[config.mk]
export PLATFORM = sky130hd
export DESIGN_NAME = stopwatch_ctrl
export DESIGN_NICKNAME = d
export VERILOG_FILES = /design/src/rtl/stopwatch_ctrl.sv
export SDC_FILE = /design/constraint.sdc
export NUM_CORES = 1
export LEC_CHECK = 0
export CAP_MARGIN = 25
export CORE_ASPECT_RATIO = 1.1
export CORE_MARGIN = 2
export CORE_UTILIZATION = 35
export CTS_BUF_LIST = sky130_fd_sc_hd__clkbuf_8 sky130_fd_sc_hd__clkbuf_16
export CTS_CLUSTER_SIZE = 28
export DETAILED_ROUTE_END_ITERATION = 10
export PLACE_DENSITY = 0.5
export SETUP_SLACK_MARGIN = 0.1
export SYNTH_ARGS = -nofsm -noshare
export SYNTH_HDL_FRONTEND = slang
export SYNTH_HIERARCHICAL = 1
export SYNTH_SLANG_ARGS = --single-unit
[constraint.sdc]
create_clock -name clock -period 2.6 [get_ports clock]
set_input_delay 0.52 -clock clock [delete_from_list [all_inputs] [get_ports clock]]
set_output_delay 0.52 -clock clock [all_outputs]
set_load 0.1 [all_outputs]
[src/rtl/stopwatch_ctrl.sv]
// Stopwatch run/pause/lap/clear controller: debounced buttons feed a 4-state
// FSM that drives the 0.1 s count tick, counter clear and lap display freeze.

module stopwatch_btn #(
    parameter int DEBOUNCE_CYCLES = 1_000_000
) (
    input  logic clock,
    input  logic reset,
    input  logic raw,
    output logic press
);
    localparam int CW = $clog2(DEBOUNCE_CYCLES + 1);

    logic          s1, s2, db, db_q;
    logic [CW-1:0] cnt;

    always_ff @(posedge clock or posedge reset) begin
        if (reset) begin
            s1    <= 1'b0;
            s2    <= 1'b0;
            db    <= 1'b0;
            db_q  <= 1'b0;
            press <= 1'b0;
            cnt   <= '0;
        end else begin
            s1    <= raw;
            s2    <= s1;
            db_q  <= db;
            press <= db & ~db_q;
            // cnt holds how many consecutive cycles s2 has disagreed with db
            if (s2 == db) begin
                cnt <= '0;
            end else if (cnt == CW'(DEBOUNCE_CYCLES - 1)) begin
                db  <= s2;
                cnt <= '0;
            end else begin
                cnt <= cnt + 1'b1;
            end
        end
    end
endmodule

module stopwatch_ctrl #(
    parameter int TICK_DIV        = 5_000_000,
    parameter int DEBOUNCE_CYCLES = 1_000_000
) (
    input  logic       clock,
    input  logic       reset,
    input  logic       start,
    input  logic       lap,
    input  logic       clear,
    output logic       count_en,
    output logic       count_clr,
    output logic       disp_hold,
    output logic       running,
    output logic [1:0] state
);
    localparam int PW = $clog2(TICK_DIV);

    typedef enum logic [1:0] {IDLE = 2'b00, RUN = 2'b01, PAUSE = 2'b10, LAP = 2'b11} state_t;

    state_t        st, nxt;
    logic [2:0]    raw, press;
    logic          ev_clr, ev_start, ev_lap, do_clr, counting;
    logic [PW-1:0] pre;

    assign raw   = {clear, lap, start};
    assign state = st;

    for (genvar i = 0; i < 3; i++) begin : g_btn
        stopwatch_btn #(.DEBOUNCE_CYCLES(DEBOUNCE_CYCLES)) u_btn (
            .clock (clock),
            .reset (reset),
            .raw   (raw[i]),
            .press (press[i])
        );
    end

    // clear > start > lap; the losers of a coincidence are dropped outright
    assign ev_clr   = press[2];
    assign ev_start = press[0] & ~press[2];
    assign ev_lap   = press[1] & ~press[0] & ~press[2];
    assign counting = (st == RUN) || (st == LAP);

    always_comb begin
        nxt    = st;
        do_clr = 1'b0;
        case (st)
            IDLE: begin
                if (ev_clr)        do_clr = 1'b1;
                else if (ev_start) nxt = RUN;
            end
            RUN: begin
                if (ev_start)      nxt = PAUSE;
                else if (ev_lap)   nxt = LAP;
            end
            LAP: begin
                if (ev_start)      nxt = PAUSE;
                else if (ev_lap)   nxt = RUN;
            end
            PAUSE: begin
                if (ev_clr) begin
                    nxt    = IDLE;
                    do_clr = 1'b1;
                end else if (ev_start) begin
                    nxt = RUN;
                end
            end
            default: nxt = IDLE;
        endcase
    end

    always_ff @(posedge clock or posedge reset) begin
        if (reset) begin
            st        <= IDLE;
            pre       <= '0;
            count_en  <= 1'b0;
            count_clr <= 1'b0;
            disp_hold <= 1'b0;
            running   <= 1'b0;
        end else begin
            st        <= nxt;
            count_clr <= do_clr;
            disp_hold <= (nxt == LAP);
            running   <= (nxt == RUN) || (nxt == LAP);
            // prescaler freezes in PAUSE so a resume keeps the fractional tick
            if (counting) begin
                if (pre == PW'(TICK_DIV - 1)) begin
                    pre      <= '0;
                    count_en <= 1'b1;
                end else begin
                    pre      <= pre + 1'b1;
                    count_en <= 1'b0;
                end
            end else begin
                count_en <= 1'b0;
                if (st == IDLE || do_clr) pre <= '0;
            end
        end
    end
endmodule
# Yosys cells after proc, flatten, opt, wreduce, memory -nomap -nowiden
# Index checks and enable logic that the tools add are counted.
[word_totals]
ff_bits = 104
out_inout_bits = 6
word_cells = 84
[op_classes]
addsub = 4
eq_ne = 12
n_mux = 21
bitwise = 14
reduce_logical = 9
[op_table]
columns = ["op", "n"]
rows = [
  ["20-bit two-way mux", 6],
  ["23-bit two-way mux", 3],
  ["20-bit by 1-bit adder with 20-bit output, second input constant", 3],
  ["20-bit == test, second input constant", 3],
  ["23-bit by 1-bit adder with 23-bit output, second input constant", 1],
  ["23-bit == test, second input constant", 1],
  ["2-bit two-way mux", 7],
  ["1-bit NOT", 8],
  ["2-bit case mux with 4 select lines", 1],
  ["1-bit bitwise AND", 6],
  ["2-bit == test, second input constant", 3],
  ["2-bit AND reduction", 3],
  ["2-bit by 1-bit == test with 1-bit output, second input constant", 2],
  ["1-bit two-way mux", 4],
  ["1-bit == test", 3],
  ["1-bit logical OR", 3],
  ["2-bit zero test", 1],
  ["2-bit nonzero test", 1],
  ["2-bit OR reduction", 1],
]

# Longest topological paths before layout
[depth]
ltp_word = 8
depth_mapped = 8
depth_no_buf = 6

# By module
# The synthesis kept the hierarchy.
[by_module_without_submodules]
columns = ["mod", "instances", "cells_each", "area_each_um2"]
rows = [
  ["stopwatch_btn (g_btn[0].u_btn ...)", 2, 111, 1206.2],
  ["stopwatch_ctrl", 1, 169, 1552.7],
  ["stopwatch_btn (g_btn[1].u_btn)", 1, 112, 1171.1],
]

# Worst setup path before layout
# OpenSTA, ideal clock, no wires.
[synth_timing]
kind = "reg-to-reg"
from = "register st[1] (netlist: state[1])"
to = "register pre[14]"
setup_ps = 82
arrival_time_ps = 1898
required_time_ps = 2518
path_slack_ps = 620
path_stages_with_launch = 5
synth_period_minus_slack_ps = 1980
cell_sequence = "dfrtp_1 inv_1 or3_1 clkbuf_1 a31oi_1"
[synth_between]
elab_chain_len = 5
elab_cells_between_ends = 10
[synth_lines]
columns = ["element", "line_no", "rtl"]
rows = [
  ["from (decl)", "62", "state_t st, nxt;"],
  ["from (signal assigned)", "122", "st <= nxt;"],
  ["2-bit == test or 2-bit zero test (tied branches)", "88, 137", ""],
  ["2-bit OR reduction (no source line)", "-", ""],
  ["1-bit two-way mux", "-", ""],
  ["1-bit logical OR", "137", "if (st == IDLE || do_clr) pre <= '0;"],
  ["2-bit nonzero test (no source line)", "-", ""],
  ["to (signal assigned)", "132", "pre <= pre + 1'b1;"],
  ["to (decl)", "65", "logic [PW-1:0] pre;"],
]
# Several ways; a longest one is shown, not always the timed one.
# A chain may end at the register's enable or synchronous reset.

# Worst setup path in the final report
[layout_timing]
from = "register pre[0]"
to = "register pre[7]"
[layout_between]
elab_chain_len = 3
elab_cells_between_ends = 4
[layout_lines]
columns = ["element", "line_no", "rtl"]
rows = [
  ["23-bit by 1-bit adder with 23-bit output or 23-bit == test (tied branches)", "132, 128", ""],
  ["23-bit two-way mux (*)", "128", "if (pre == PW'(TICK_DIV - 1)) begin"],
  ["23-bit two-way mux (*)", "127", "if (counting) begin"],
]
# Mark *: on every way between the ends. The rest lies on a longest branch, timed or not.

==> summary.md <==
| Metric | Value |
|---|---|
| Outcome | `complete, no violations` |
| Fin. Hold Viols | `0` |
| Count of buffers from port buffering | `10` |
| Startpoint-to-endpoint class of the critical path | `register to register` |
| Share of post-route cells with drive strength above 1 | `12.40%` |
| Worst setup timing slack at the placement stage | `0.4867 ns` |
| Cell count after synthesis | `503` |
| First-pass GRT wire length | `17740 µm` |
| Endpoints failing setup | `0` |
| CTS sink count | `103` |
| Final count of pins violating max slew | `0` |
| Dominant synthesized flop cell | `sky130_fd_sc_hd__dfrtp_1` |
| Total number of vias | `3754` |
| Synth Register Bits | `103` |
| Core area | `14390 µm²` |
| Slew of the pin with the lowest slew margin | `0.8598 ns` |
| Area Growth Syn to Fin | `12.28%` |
| Clock Pin Slew Worst Setup and Hold Paths | `0.07 ns` |
| Total wire length after detailed routing | `10190 µm` |
| Number of distinct library cells after synthesis | `53` |
| Antenna-violating nets left | `0` |
| I/O pins | `11` |
| Syn Std Cell Area | `5136 µm²` |
| Final routed wire length divided by cell count | `14.24 µm` |
| Initial antenna violation count | `0` |
| Worst setup EP type | `register` |
| Maximum number of pins on one net before global-route repair | `29` |
| Number of DRC violations after detailed routing | `0` |
| Number of detailed-routing iterations run before antenna repair | `4` |
| Fin Clk Skew | `0.01073 ns` |
| Post-DR vias/cell | `5.243` |
| Number of warnings printed during yosys synthesis | `6` |
| Overall routing resource usage | `14.11%` |
| Worst voltage drop across the vdd grid | `0.2895 mV` |
| Post-CTS sizing | `0` |
| Gpl congestion | `0.7891` |
| Fmax achieved | `462.8 MHz` |
| Final total negative setup slack | `0 ns` |
| Crit-path max FO | `22` |
| Number of setup buffers added after CTS | `0` |
| Path class of the lowest-slack min-delay path | `register to register` |
| Tightest slew margin relative to the limit | `42.34%` |
| Width of the die | `119.5 µm` |
| GRT Residual Overflow | `0` |
| Clock Latency Late Sink | `0.36 ns` |
| Cells along the critical path | `ha_1 > nand3_1 > nor4_2 > a21boi_2 > buf_12 > o21ai_0 > a31oi_1` |
| Shortest period the worst path allows | `2.161 ns` |
| Critical path's largest stage delay | `0.69 ns` |
| Sequential fraction of the synthesis area | `50.18%` |
| Ys async rst share | `100.0%` |
| Deepest clock path buffer count | `2` |
| Avg Synthesized Cell Area | `10.21 µm²` |
| Num CTS Buffers | `9` |
| Final core utilization | `40.08%` |
| Number of rows in the core area | `46` |
| Final-stage net count | `528` |
| Worst setup margin | `0.4392 ns` |
| Total chip power | `0.003085 W` |
| Leakage power | `2.432 nW` |
| Antenna diode count | `0` |
| Clock root cell | `sky130_fd_sc_hd__clkbuf_16` |
| Post-detailed-placement half-perimeter wirelength | `6891 µm` |
| Count of flip-flops with a built-in enable after synthesis | `0` |
| Area enclosed by the die boundary | `15660 µm²` |
| Cell at the slowest stage of the critical path | `sky130_fd_sc_hd__a21boi_2` |
| Data arrival time at the worst-slack endpoint | `2.44 ns` |
| TritonCTS clock tree | `built` |
| Data required time of the critical path | `2.88 ns` |
| Drt first-iter violations | `286` |
| H-Tree Level Count | `3` |
| Pwr dens | `535.0 nW/µm²` |
| Final cycle utilization of the critical path | `83.11%` |
| Unrepaired setup endpoints after global routing | `false` |
| Max-capacitance violation count | `0` |
| Starting utilization of the core area | `35.70%` |
| CTS Hold Buffers Added | `0` |
| Post-synthesis net count | `512` |
| Number of global-route vias before repair | `3645` |
| CP startpoint kind | `register` |
| DIE HEIGHT | `131.1 µm` |
## cell type report
cell class | instances | area, µm²
clock buffers | 11 | 252.7
clock inverters | 5 | 48.80
fillers | 1453 | 8622
inverters | 11 | 41.29
multi-input cells | 373 | 2426
flip-flops and latches | 103 | 2577
well taps | 192 | 240.2
repair buffers | 21 | 180.2
## metal layers
layer | part of all wire (%) | wire length (µm) | GRT usage, %
met1 | 49 | 4956 | 18.33
met2 | 47 | 4812 | 23.09
met3 | 2.8 | 281 | 2.984
met4 | 1.4 | 142 | 5.882
met5 | 0 | 0 | 0
## worst paths after layout
path / cells after the start / from / end / slack [ns]
worst min-delay path: 0 / g_btn[1].u_btn/s1$_DFF_PP0_ / g_btn[1].u_btn/s2$_DFF_PP0_ / 0.35
max in group asynchronous: 3 / reset / pre[18]$_DFFE_PP0P_ / 1.69
worst min register to register: 0 / g_btn[1].u_btn/s1$_DFF_PP0_ / g_btn[1].u_btn/s2$_DFF_PP0_ / 0.35
min in group asynchronous: 2 / reset / g_btn[1].u_btn/press$_DFF_PP0_ / 0.42
worst max register to register: 7 / pre[0]$_DFFE_PP0P_ / pre[7]$_DFFE_PP0P_ / 0.44
worst max-delay path: 7 / pre[0]$_DFFE_PP0P_ / pre[7]$_DFFE_PP0P_ / 0.44
## state kept, by name, summed over array words and instances (netlist names)
| signal | count |
|---|---|
| count_clr | 1 |
| state | 1 |
| g_btn.u_btn/cnt | 60 |
| count_en | 1 |
| g_btn.u_btn/s2 | 3 |
| g_btn.u_btn/db_q | 3 |
| disp_hold | 1 |
| g_btn.u_btn/s1 | 3 |
| pre | 23 |
| g_btn.u_btn/db | 3 |
| running | 1 |
| g_btn.u_btn/press | 3 |
## kinds of logic after synthesis
kind of cell	synth area share, %
multiplexers	2.436
XOR/XNOR	7.503
flip-flops	50.18
AO/OA/AOI/OAI	10.11
buffers and inverters	2.753
adder cells (fa/ha/maj)	0.9745
AND/OR/NAND/NOR	26.04
## worst max-delay path: cells and delay by family, from the launching register on
kind                     cells  cell delay (ns)
AO/OA/AOI/OAI                3             0.96
adder cells (fa/ha/maj)      1             0.26
buffers and inverters        1             0.24
flip-flops                   1             0.40
AND/OR/NAND/NOR              2             0.22
## synthesized netlist by cell type, types with 3 or more instances
| cell type | instances | area, µm² |
|---|---|---|
| sky130_fd_sc_hd__and2_1 | 3 | 18.77 |
| sky130_fd_sc_hd__and3_1 | 11 | 68.82 |
| sky130_fd_sc_hd__xor2_1 | 24 | 210.2 |
| sky130_fd_sc_hd__nand4b_1 | 4 | 35.03 |
| sky130_fd_sc_hd__mux2i_1 | 8 | 80.08 |
| sky130_fd_sc_hd__or3_2 | 3 | 22.52 |
| sky130_fd_sc_hd__a22o_1 | 4 | 35.03 |
| sky130_fd_sc_hd__a21oi_1 | 27 | 135.1 |
| sky130_fd_sc_hd__nor2_1 | 56 | 210.2 |
| sky130_fd_sc_hd__nor3_1 | 10 | 50.05 |
| sky130_fd_sc_hd__o31ai_1 | 8 | 60.06 |
| sky130_fd_sc_hd__or4_1 | 7 | 52.55 |
| sky130_fd_sc_hd__clkbuf_1 | 6 | 22.52 |
| sky130_fd_sc_hd__nand4_1 | 20 | 125.1 |
| sky130_fd_sc_hd__nand3_1 | 28 | 140.1 |
| sky130_fd_sc_hd__ha_1 | 4 | 50.05 |
| sky130_fd_sc_hd__buf_2 | 5 | 25.02 |
| sky130_fd_sc_hd__o21ai_0 | 12 | 60.06 |
| sky130_fd_sc_hd__dfrtp_1 | 103 | 2577 |
| sky130_fd_sc_hd__or3_1 | 5 | 31.28 |
| sky130_fd_sc_hd__and4_1 | 7 | 61.31 |
| sky130_fd_sc_hd__nand2_1 | 42 | 157.7 |
| sky130_fd_sc_hd__inv_1 | 11 | 41.29 |
| sky130_fd_sc_hd__nor2b_1 | 5 | 31.28 |
| sky130_fd_sc_hd__mux2_2 | 4 | 45.04 |
| sky130_fd_sc_hd__nor4_1 | 9 | 56.30 |
| sky130_fd_sc_hd__nor4b_1 | 3 | 26.28 |
| sky130_fd_sc_hd__and4_2 | 3 | 30.03 |
| sky130_fd_sc_hd__and3_2 | 3 | 22.52 |
| sky130_fd_sc_hd__buf_6 | 4 | 45.04 |
| sky130_fd_sc_hd__a31oi_1 | 14 | 87.58 |
| sky130_fd_sc_hd__xnor2_1 | 20 | 175.2 |
## stage by stage
stage	hold slack [ns]	instances	cell area, µm²
2_1_floorplan	0.3312	503	5136
3_3_place_gp	0.3368	700	5465
3_5_place_dp	0.3409	700	5465
4_1_cts	0.3570	716	5767
5_1_grt	0.3717	716	5767
6_report	0.3538	716	5767
## cells in the final DEF, fill, tap and decap left out, drive strengths merged, types with 9 or more instances in the layout
cell type  Yosys  routed
a31oi         14      14
or3            9       9
nor3          11      11
nor4          12      12
o21ai         12      12
buf           10      17
nand4         21      21
dfrtp        103     103
a21oi         28      28
xnor2         20      20
nand3         30      30
and3          14      14
nor2          56      56
clkbuf         6      11
xor2          24      24
and4          10      10
nand2         42      42
inv           11      14
## power breakdown
| group | internal (W) | switching, W |
|---|---|---|
| Sequential | 0.00162 | 0.0000131 |
| Clock | 0.000723 | 0.000644 |
| Combinational | 0.0000283 | 0.0000600 |
(Power assumes the default switching activity.)
